<file path="config.mk">
export PLATFORM = sky130hd
export DESIGN_NAME = uart_tx_mmio_flat
export DESIGN_NICKNAME = d
export VERILOG_FILES = /design/src/rtl/uart_tx_mmio_if.sv /design/src/rtl/uart_tx_mmio.sv /design/src/flat_wrapper.sv
export SDC_FILE = /design/constraint.sdc
export NUM_CORES = 1
export LEC_CHECK = 0
export BUFFER_PORTS_ARGS = -buffer_cell sky130_fd_sc_hd__buf_2
export CAP_MARGIN = 20
export CORE_ASPECT_RATIO = 2
export CORE_MARGIN = 1.5
export CORE_UTILIZATION = 54
export CTS_CLUSTER_SIZE = 8
export DETAILED_ROUTE_END_ITERATION = 12
export HOLD_SLACK_MARGIN = 0.1
export PLACE_DENSITY = 0.8
export SLEW_MARGIN = 20
export SYNTH_ARGS = -nofsm -noshare
export SYNTH_HDL_FRONTEND = slang
export SYNTH_SLANG_ARGS = --single-unit
</file>
<file path="constraint.sdc">
create_clock -name clk -period 2.9 [get_ports clk]
set_input_delay 0.435 -clock clk [delete_from_list [all_inputs] [get_ports clk]]
set_output_delay 0.435 -clock clk [all_outputs]
set_load 0.03 [all_outputs]
</file>
<file path="src/rtl/uart_tx_mmio_if.sv">
// CPU-side register bus for uart_tx_mmio: address, write data/strobe and
// combinational read data back to the CPU input mux.
interface uart_tx_mmio_if;
    logic [15:0] addr;
    logic [7:0]  wdata;
    logic        we;
    logic [7:0]  rdata;

    modport master (output addr, output wdata, output we, input rdata);
    modport slave  (input addr, input wdata, input we, output rdata);
endinterface

</file>
<file path="src/rtl/uart_tx_mmio.sv">
// Memory-mapped 8N1 UART transmitter: DATA/STATUS/DIV_LO/DIV_HI registers,
// TX FIFO with sticky overflow, programmable bit period of DIV+1 clocks.
module uart_tx_mmio #(
    parameter logic [15:0] BASE_ADDR   = 16'hFF00,
    parameter int unsigned FIFO_DEPTH  = 8,
    parameter logic [15:0] DEFAULT_DIV = 16'd433
) (
    input  logic            clk,
    input  logic            rst,
    uart_tx_mmio_if.slave   bus,
    output logic            tx,
    output logic            irq
);
    localparam int unsigned PTR_W = (FIFO_DEPTH > 1) ? $clog2(FIFO_DEPTH) : 1;
    localparam int unsigned CNT_W = $clog2(FIFO_DEPTH + 1);

    typedef enum logic [1:0] {IDLE, START, DATA, STOP} state_t;

    state_t             state, state_next;
    logic [7:0]         mem [FIFO_DEPTH];
    logic [PTR_W-1:0]   wr_ptr, rd_ptr;
    logic [CNT_W-1:0]   count;
    logic               overflow;
    logic [15:0]        div;
    logic [15:0]        bit_cnt;
    logic [2:0]         bit_idx;
    logic [7:0]         shift;

    logic               sel;
    logic [1:0]         off;
    logic               full, empty;
    logic               push, pop, ovf_event;
    logic               wr_status, wr_div_lo, wr_div_hi;
    logic               bit_end;
    logic               busy;
    logic               tx_next;

    assign sel       = (bus.addr[15:2] == BASE_ADDR[15:2]);
    assign off       = bus.addr[1:0];
    assign full      = (count == CNT_W'(FIFO_DEPTH));
    assign empty     = (count == '0);
    assign push      = bus.we & sel & (off == 2'd0) & ~full;
    assign ovf_event = bus.we & sel & (off == 2'd0) & full;
    assign wr_status = bus.we & sel & (off == 2'd1);
    assign wr_div_lo = bus.we & sel & (off == 2'd2);
    assign wr_div_hi = bus.we & sel & (off == 2'd3);
    assign bit_end   = (bit_cnt == '0);

    always_ff @(posedge clk) begin
        if (rst) state <= IDLE;
        else     state <= state_next;
    end

    always_comb begin
        state_next = state;
        unique case (state)
            IDLE:  if (!empty) state_next = START;
            START: if (bit_end) state_next = DATA;
            DATA:  if (bit_end && bit_idx == 3'd7) state_next = STOP;
            STOP:  if (bit_end) state_next = IDLE;
            default: state_next = IDLE;
        endcase
    end

    always_comb begin
        pop     = 1'b0;
        tx_next = 1'b1;
        busy    = (state != IDLE);
        irq     = empty & (state == IDLE);
        unique case (state)
            IDLE:  pop = !empty;
            START: tx_next = 1'b0;
            DATA:  tx_next = shift[0];
            STOP:  tx_next = 1'b1;
            default: tx_next = 1'b1;
        endcase
    end

    always_ff @(posedge clk) begin
        if (push) mem[wr_ptr] <= bus.wdata;
    end

    // tx is registered from the state, so the line trails the FSM by one clock.
    always_ff @(posedge clk) begin
        if (rst) begin
            wr_ptr   <= '0;
            rd_ptr   <= '0;
            count    <= '0;
            overflow <= 1'b0;
            div      <= DEFAULT_DIV;
            bit_cnt  <= '0;
            bit_idx  <= '0;
            shift    <= '0;
            tx       <= 1'b1;
        end else begin
            tx <= tx_next;
            if (push) wr_ptr <= (wr_ptr == PTR_W'(FIFO_DEPTH - 1)) ? '0 : wr_ptr + PTR_W'(1);
            if (pop)  rd_ptr <= (rd_ptr == PTR_W'(FIFO_DEPTH - 1)) ? '0 : rd_ptr + PTR_W'(1);
            unique case ({push, pop})
                2'b10:   count <= count + CNT_W'(1);
                2'b01:   count <= count - CNT_W'(1);
                default: count <= count;
            endcase
            if (ovf_event)      overflow <= 1'b1;
            else if (wr_status) overflow <= 1'b0;
            if (wr_div_lo) div[7:0]  <= bus.wdata;
            if (wr_div_hi) div[15:8] <= bus.wdata;
            // Counter reloads from the live divisor at each bit start, so a
            // divisor write lands on the next bit boundary.
            if (pop) begin
                bit_cnt <= div;
                bit_idx <= '0;
                shift   <= mem[rd_ptr];
            end else if (busy) begin
                if (bit_end) begin
                    bit_cnt <= div;
                    if (state == DATA) begin
                        bit_idx <= bit_idx + 3'd1;
                        shift   <= {1'b0, shift[7:1]};
                    end
                end else begin
                    bit_cnt <= bit_cnt - 16'd1;
                end
            end
        end
    end

    always_comb begin
        bus.rdata = '0;
        if (sel) begin
            unique case (off)
                2'd1:    bus.rdata = {4'b0000, overflow, busy, empty, full};
                2'd2:    bus.rdata = div[7:0];
                2'd3:    bus.rdata = div[15:8];
                default: bus.rdata = '0;
            endcase
        end
    end
endmodule

</file>
<file path="src/flat_wrapper.sv">
// flat-port wrapper written by rule: the top's interface ports become plain ports
module uart_tx_mmio_flat 
#(
    parameter logic [15:0] BASE_ADDR   = 16'hFF00,
    parameter int unsigned FIFO_DEPTH  = 8,
    parameter logic [15:0] DEFAULT_DIV = 16'd433
)
  (clk, rst, tx, irq, bus_addr, bus_wdata, bus_we, bus_rdata);
  uart_tx_mmio_if bus_i ();
  input  logic clk;
  input  logic rst;
  output logic tx;
  output logic irq;
  input wire logic [$bits(bus_i.addr)-1:0] bus_addr;
  input wire logic [$bits(bus_i.wdata)-1:0] bus_wdata;
  input wire logic [$bits(bus_i.we)-1:0] bus_we;
  output wire logic [$bits(bus_i.rdata)-1:0] bus_rdata;
  assign bus_i.addr = bus_addr;
  assign bus_i.wdata = bus_wdata;
  assign bus_i.we = bus_we;
  assign bus_rdata = bus_i.rdata;
  uart_tx_mmio #(.BASE_ADDR(BASE_ADDR), .FIFO_DEPTH(FIFO_DEPTH), .DEFAULT_DIV(DEFAULT_DIV)) u_core (.clk(clk), .rst(rst), .bus(bus_i), .tx(tx), .irq(irq));
endmodule
</file>
==> results.cfg, run 1 <==
[clock_network]
hold_buffers = 0
htree_levels = 4
clk_latency_ns = 0.42
cts_num_sinks = 124
cts_buffer_depth = 2
clk_pin_slew_ns = 0.06
root_buffer = clkbuf_16
postCtsSetupRepairBufs = 0
cts_resized = 0
cts_buffers = 17
cts_tree = done

[detailed_routing]
routed_wl_um = 13180
ant_nets = 0
routed_via_density = 6.003
wire_per_inst_um = 19.78
drtPass1Iterations = 9
route.detailed.drc = 0
via_count = 3998
drt_iter0_drc = 214

[timing]
setup_viol = 0
fmax_ghz = 0.3848
min_period_over_period = 0.8961
final.setup_skew_ns = 0.008136
rsz0062_at_grt = no
slew_violations = 0
min_period_ns = 2.599
holdWs_ns = 0.3118
tns_ns = 0
tightest_slew_ns = 0.7882
slew_headroom = 0.4738
hold_violations = 0

[logic_synthesis]
synth_seq_cells = 124
synth_ff_type = edfxtp_1
synth.most_common_cell = edfxtp_1
syn_area_per_cell_sq_um = 11.97
yosys_warnings = 0
yosysTopAreaCell = edfxtp_1
synth_cells = 472
syn_nets = 516
synth-edff-count = 64
async_flop_share = 0
synthTopCellsByCount = 64 x edfxtp_1, 60 x dfxtp_1, 41 x nor2_1
synth_top_area_share = 0.3402
netlist_top_cells_area = edfxtp_1 34%, dfxtp_1 21%, mux4_2 6.4%
syn_area_sq_um = 5649
netlist-cell-type-count = 60
ys_seq_area_frac = 0.5528

[hold_path]
min_to = u_core.bit_cnt[13]
hold_start = rst
min_path_cells = 2
min_path_type = input pin to flop

[cells_and_area]
antennaDiodeCount = 0
area_delta_synth_final_pct = 17.21
drive_above_1_share = 0.2185
finalNetCount = 562

[worst_setup_path]
worst-path-buf-inv = 1
cp_cell_sequence = inv_1 -> ha_1 -> or4b_2 -> nor4_4 -> and3_1 -> mux2i_1 -> a211oi_1
worstPathArrival_ns = 2.92
cp_max_fo = 8
end_kind = flop
rrSetupSlack_ns = 0.30
critPathTopFamily = simple AND/OR/NAND/NOR gates
criticalPathCategory = flop to flop
r2r_cells = 7
r2r_end = u_core.shift[5]
cp-start-kind = flop
r2r_start = u_core.bit_cnt[0]
slowest_stage = or4b_2
required_ns = 3.22
cpPeakStageDelay_ns = 0.71

[floorplan]
initial_utilization = 0.5566
num_rows = 52
ios = 37
design.die.area_sq_um = 11120
die_w_um = 75.33
core_sq_um = 10150
die_h_um = 147.6

[placement]
place_hpwl_um = 9270
port-buffer-count = 36
place.gp.congestion = 0.8740

[power]
pwr-share-clk = 0.510
powerDensity_nw_per_um2 = 604.2
sequentialPowerShare = 0.461
p_total_mw = 4.001
leakage_nw = 2.493
switchingPower_mw = 0.8546
power.internal_mw = 3.146
sw_frac_of_total = 0.2136
irDropWorstVdd_mv = 0.4841
pwr-share-comb = 0.029

[global_routing]
grt_pass1_wl_um = 20620
globalRouteOverflowTotal = 0
grt_max_degree = 41
antenna_found_initial = 0
grt_pass1_vias = 4243
grt_usage = 0.2555

[flow_run]
maxCapViolCount = 0

[run_status]
outcome = complete, no violations
cell type report:
class                   count  area [sq um]
clock inverters            14         146.4
fillers                   771          3528
well taps                 135         168.9
clock buffers              18         429.2
inverters                  12         45.04
multi-input cells         308          2374
repair buffers             55         335.3
flip-flops and latches    124          3123
cell families (layout without fill, tap and decap cells):
logic type               after synthesis  count (layout)  share of synthesized area
AO/OA/AOI/OAI                         84              84                    0.09967
XOR/XNOR                               5               5                   0.007752
adder cells (fa/ha/maj)               17              17                    0.03765
buffers and inverters                 40              99                    0.03101
flip-flops                           124             124                     0.5528
multiplexers                          54              54                     0.1320
AND/OR/NAND/NOR                      148             148                     0.1391
how the worst max path moves through the flow:
stage                     cells after the start          endpoint              start  slack [ns]
final                                         7   u_core.shift[5]  u_core.bit_cnt[0]        0.30
after global routing                         10   u_core.count[2]    u_core.count[1]        0.09
after CTS                                     7   u_core.shift[5]  u_core.bit_cnt[0]        0.30
after detailed placement                     11   u_core.count[2]        bus_addr[3]        0.15
after global placement                       11   u_core.count[2]        bus_addr[3]        0.25
after floorplan                               6  u_core.mem[0][0]        bus_addr[3]        0.18
power groups by stage:
stage	combinational, mW	clock (mW)	sequential, mW
6_report	0.115	2.04	1.85
5_1_grt	0.125	2.13	1.84
4_1_cts	0.114	2.06	1.85
3_5_place_dp	0.113	0	1.88
3_3_place_gp	0.109	0	1.88
2_1_floorplan	0.0605	0	1.88
layer usage:
layer / track usage / up-vias / wire, um / part of all wire
met1: 0.2381 / 1953 / 4465 / 0.34
met3: 0.06271 / 53 / 491 / 0.037
li1: - / 1871 / - / -
met4: 0.1679 / 0 / 784 / 0.060
met5: 0 / - / 0 / 0
met2: 0.4614 / 121 / 7435 / 0.56
state kept, by name, indices dropped and copies added, names as in the netlist, named ones only:
name / cells
u_core.state: 2
u_core.bit_idx: 3
u_core.bit_cnt: 16
u_core.shift: 8
u_core.tx: 1
u_core.count: 4
u_core.wr_ptr: 3
u_core.rd_ptr: 3
u_core.div: 16
u_core.overflow: 1
u_core.mem: 64
stage by stage:
stage / worst slack (ns) / cells / util / area, sq um
CTS: 0.3029 / 666 / 0.6524 / 6621
finish: 0.3012 / 666 / 0.6524 / 6621
global placement: 0.2470 / 634 / 0.5957 / 6046
global route: 0.08802 / 666 / 0.6524 / 6621
floorplan: 0.1770 / 472 / - / 5649
detailed placement: 0.1505 / 634 / 0.5957 / 6046
cells in the final DEF (no fill, tap or decap), types with 4 or more instances in the layout:
cell type,synthesis,routed
edfxtp_1,64,64
dfxtp_1,60,60
nor2_1,41,41
buf_2,5,36
mux2i_1,34,34
nand2_1,32,32
a21oi_1,21,21
o21ai_0,18,18
buf_4,1,18
ha_1,17,17
clkbuf_16,0,17
mux4_2,16,16
a211oi_1,15,15
nor3_1,14,14
inv_1,12,12
nand3_1,10,10
nor2b_1,9,9
nor4_1,6,6
a31oi_1,5,5
mux2_2,4,4
a22oi_1,4,4
xor2_1,4,4
nand4b_1,4,4
or3_1,4,4
clkinv_4,0,4
clkinv_2,0,4
worst register-to-register path, delay by kind of cell, from the launching register on:
| kind | cells | cell delay, ns |
|---|---|---|
| and+or+nand+nor | 3 | 1.43 |
| adders and majority gates | 1 | 0.15 |
| buffers and inverters | 1 | 0.11 |
| DFF | 1 | 0.35 |
| AOI/OAI and AO/OA | 1 | 0.29 |
| muxes | 1 | 0.18 |
Power figures use the tool's default switching activity.
==> inputs of run 2 (changes only) <==
--- a/config.mk
+++ b/config.mk
@@ -8,7 +8,6 @@
 export BUFFER_PORTS_ARGS = -buffer_cell sky130_fd_sc_hd__buf_2
 export CAP_MARGIN = 20
 export CORE_ASPECT_RATIO = 2
-export CORE_MARGIN = 1.5
 export CORE_UTILIZATION = 54
 export CTS_CLUSTER_SIZE = 8
 export DETAILED_ROUTE_END_ITERATION = 12
==> results.cfg, run 2 (synthesis gave the netlist of run 1 again) <==
[run_status]
outcome = complete, no violations

[timing]
fmax_ghz = 0.3801
final.setup_skew_ns = 0.005771
holdWs_ns = 0.3382
slew_headroom = 0.5093
hold_violations = 0
min_period_ns = 2.631
rsz0062_at_grt = no
min_period_over_period = 0.9073
setup_viol = 0
tightest_slew_ns = 0.7350
tns_ns = 0
slew_violations = 0

[hold_path]
min_path_type = input pin to flop

[clock_network]
hold_buffers = 0
cts_resized = 0
cts_buffer_depth = 2
clk_latency_ns = 0.42
cts_buffers = 17
postCtsSetupRepairBufs = 0
htree_levels = 4
cts_num_sinks = 124
root_buffer = clkbuf_16
clk_pin_slew_ns = 0.06
cts_tree = done

[power]
p_total_mw = 4.195
sequentialPowerShare = 0.440
irDropWorstVdd_mv = 0.6143
powerDensity_nw_per_um2 = 628.7
pwr-share-clk = 0.533
power.internal_mw = 3.343
sw_frac_of_total = 0.2031
pwr-share-comb = 0.027
switchingPower_mw = 0.8520
leakage_nw = 2.515

[cells_and_area]
drive_above_1_share = 0.2199
top_regs = u_core.mem (64), u_core.bit_cnt (16), u_core.div (16)
area_delta_synth_final_pct = 18.10
antennaDiodeCount = 0
final_util = 0.6573
finalNetCount = 563
layout_commonest_cell = edfxtp_1
regMostFlops = u_core.mem
instances_no_fill = 667
mostFrequentLayoutCells = 64 x edfxtp_1, 60 x dfxtp_1, 41 x nor2_1, 36 x buf_2, 34 x mux2i_1
largest_reg_flops = 64

[floorplan]
initial_utilization = 0.5566
die_h_um = 146.6
num_rows = 52
core_sq_um = 10150
design.die.area_sq_um = 10900
die_w_um = 74.33
ios = 37

[placement]
place_inst = 635
place.gp.congestion = 0.8799
place_hpwl_um = 9061
port-buffer-count = 36

[global_routing]
grt_usage = 0.2613
grt_pass1_wl_um = 20470
grt_pass1_vias = 4120
antenna_found_initial = 0
globalRouteOverflowTotal = 0
grt_max_degree = 47

[detailed_routing]
ant_nets = 0
drt_iter0_drc = 196
routed_wl_um = 12820
routed_via_density = 6.031
route.detailed.drc = 0
via_count = 4023
wire_per_inst_um = 19.22
drtPass1Iterations = 4

[flow_run]
maxCapViolCount = 0

[worst_setup_path]
cp_max_fo = 9
cp-start-kind = flop
criticalPathCategory = flop to flop
worstPathArrival_ns = 2.97
required_ns = 3.24
end_kind = flop
==> run 2: cell count changes in the layout (fill, tap and decap cells not counted) <==
| cell | delta |
|---|---|
| inv_6 | +1 |
| buf_4 | +2 |
| clkinv_1 | +1 |
| buf_12 | -1 |
| bufinv_16 | +2 |
| clkinv_2 | -2 |
| clkbuf_1 | -1 |
| clkinv_4 | -2 |
| clkbuf_8 | +1 |
==> run 2: power by group through the flow <==
stage | registers [mW] | logic (mW) | clock network, mW
2_1_floorplan | 1.88 | 0.0605 | 0
3_3_place_gp | 1.88 | 0.108 | 0
3_5_place_dp | 1.88 | 0.112 | 0
4_1_cts | 1.84 | 0.113 | 2.26
5_1_grt | 1.84 | 0.123 | 2.34
6_report | 1.85 | 0.114 | 2.24
==> run 2: area by class of cell <==
cell class | count | area (sq um)
Clock buffer | 18 | 439.2
Clock inverter | 14 | 191.4
Fill cell | 780 | 3478
Inverter | 12 | 45.04
Multi-Input combinational cell | 308 | 2374
Sequential cell | 124 | 3123
Tap cell | 135 | 168.9
Timing Repair Buffer | 56 | 330.3
==> run 2: path summary, 6_finish.rpt <==
check                                   startpoint            endpoint  slack, ns  depth (start not counted)
worst max-delay path               u_core.count[1]     u_core.count[2]       0.27                         10
worst min-delay path                  bus_wdata[4]    u_core.mem[0][4]       0.34                          1
worst max register to register     u_core.count[1]     u_core.count[2]       0.27                         10
worst min register to register  u_core.bit_cnt[13]  u_core.bit_cnt[13]       0.49                          2
==> run 2: worst max-delay path, stage by stage, from the launching register on <==
cell,delay (ns)
dfxtp_1,0.41
nor4b_1,0.54
nor2_1,0.11
nand4b_1,0.14
ha_1,0.26
xor2_1,0.19
ha_1,0.21
a21oi_1,0.07
xor2_1,0.18
or3_1,0.31
a21oi_1,0.14
==> run 2: metrics by stage <==
| stage | cell area (sq um) | worst slack, ns |
|---|---|---|
| 2_1_floorplan | 5649 | 0.1770 |
| 3_3_place_gp | 6041 | 0.2685 |
| 3_5_place_dp | 6041 | 0.1091 |
| 4_1_cts | 6671 | 0.2756 |
| 5_1_grt | 6671 | 0.1026 |
| 6_report | 6671 | 0.2689 |
==> run 2: layer usage <==
layer | part of all wire | global-route usage | vias up | wire [um]
li1 | - | - | 1878 | -
met1 | 0.34 | 0.2536 | 1967 | 4391
met2 | 0.57 | 0.4568 | 128 | 7269
met3 | 0.033 | 0.06832 | 50 | 426
met4 | 0.057 | 0.1840 | 0 | 729
met5 | 0 | 0 | - | 0
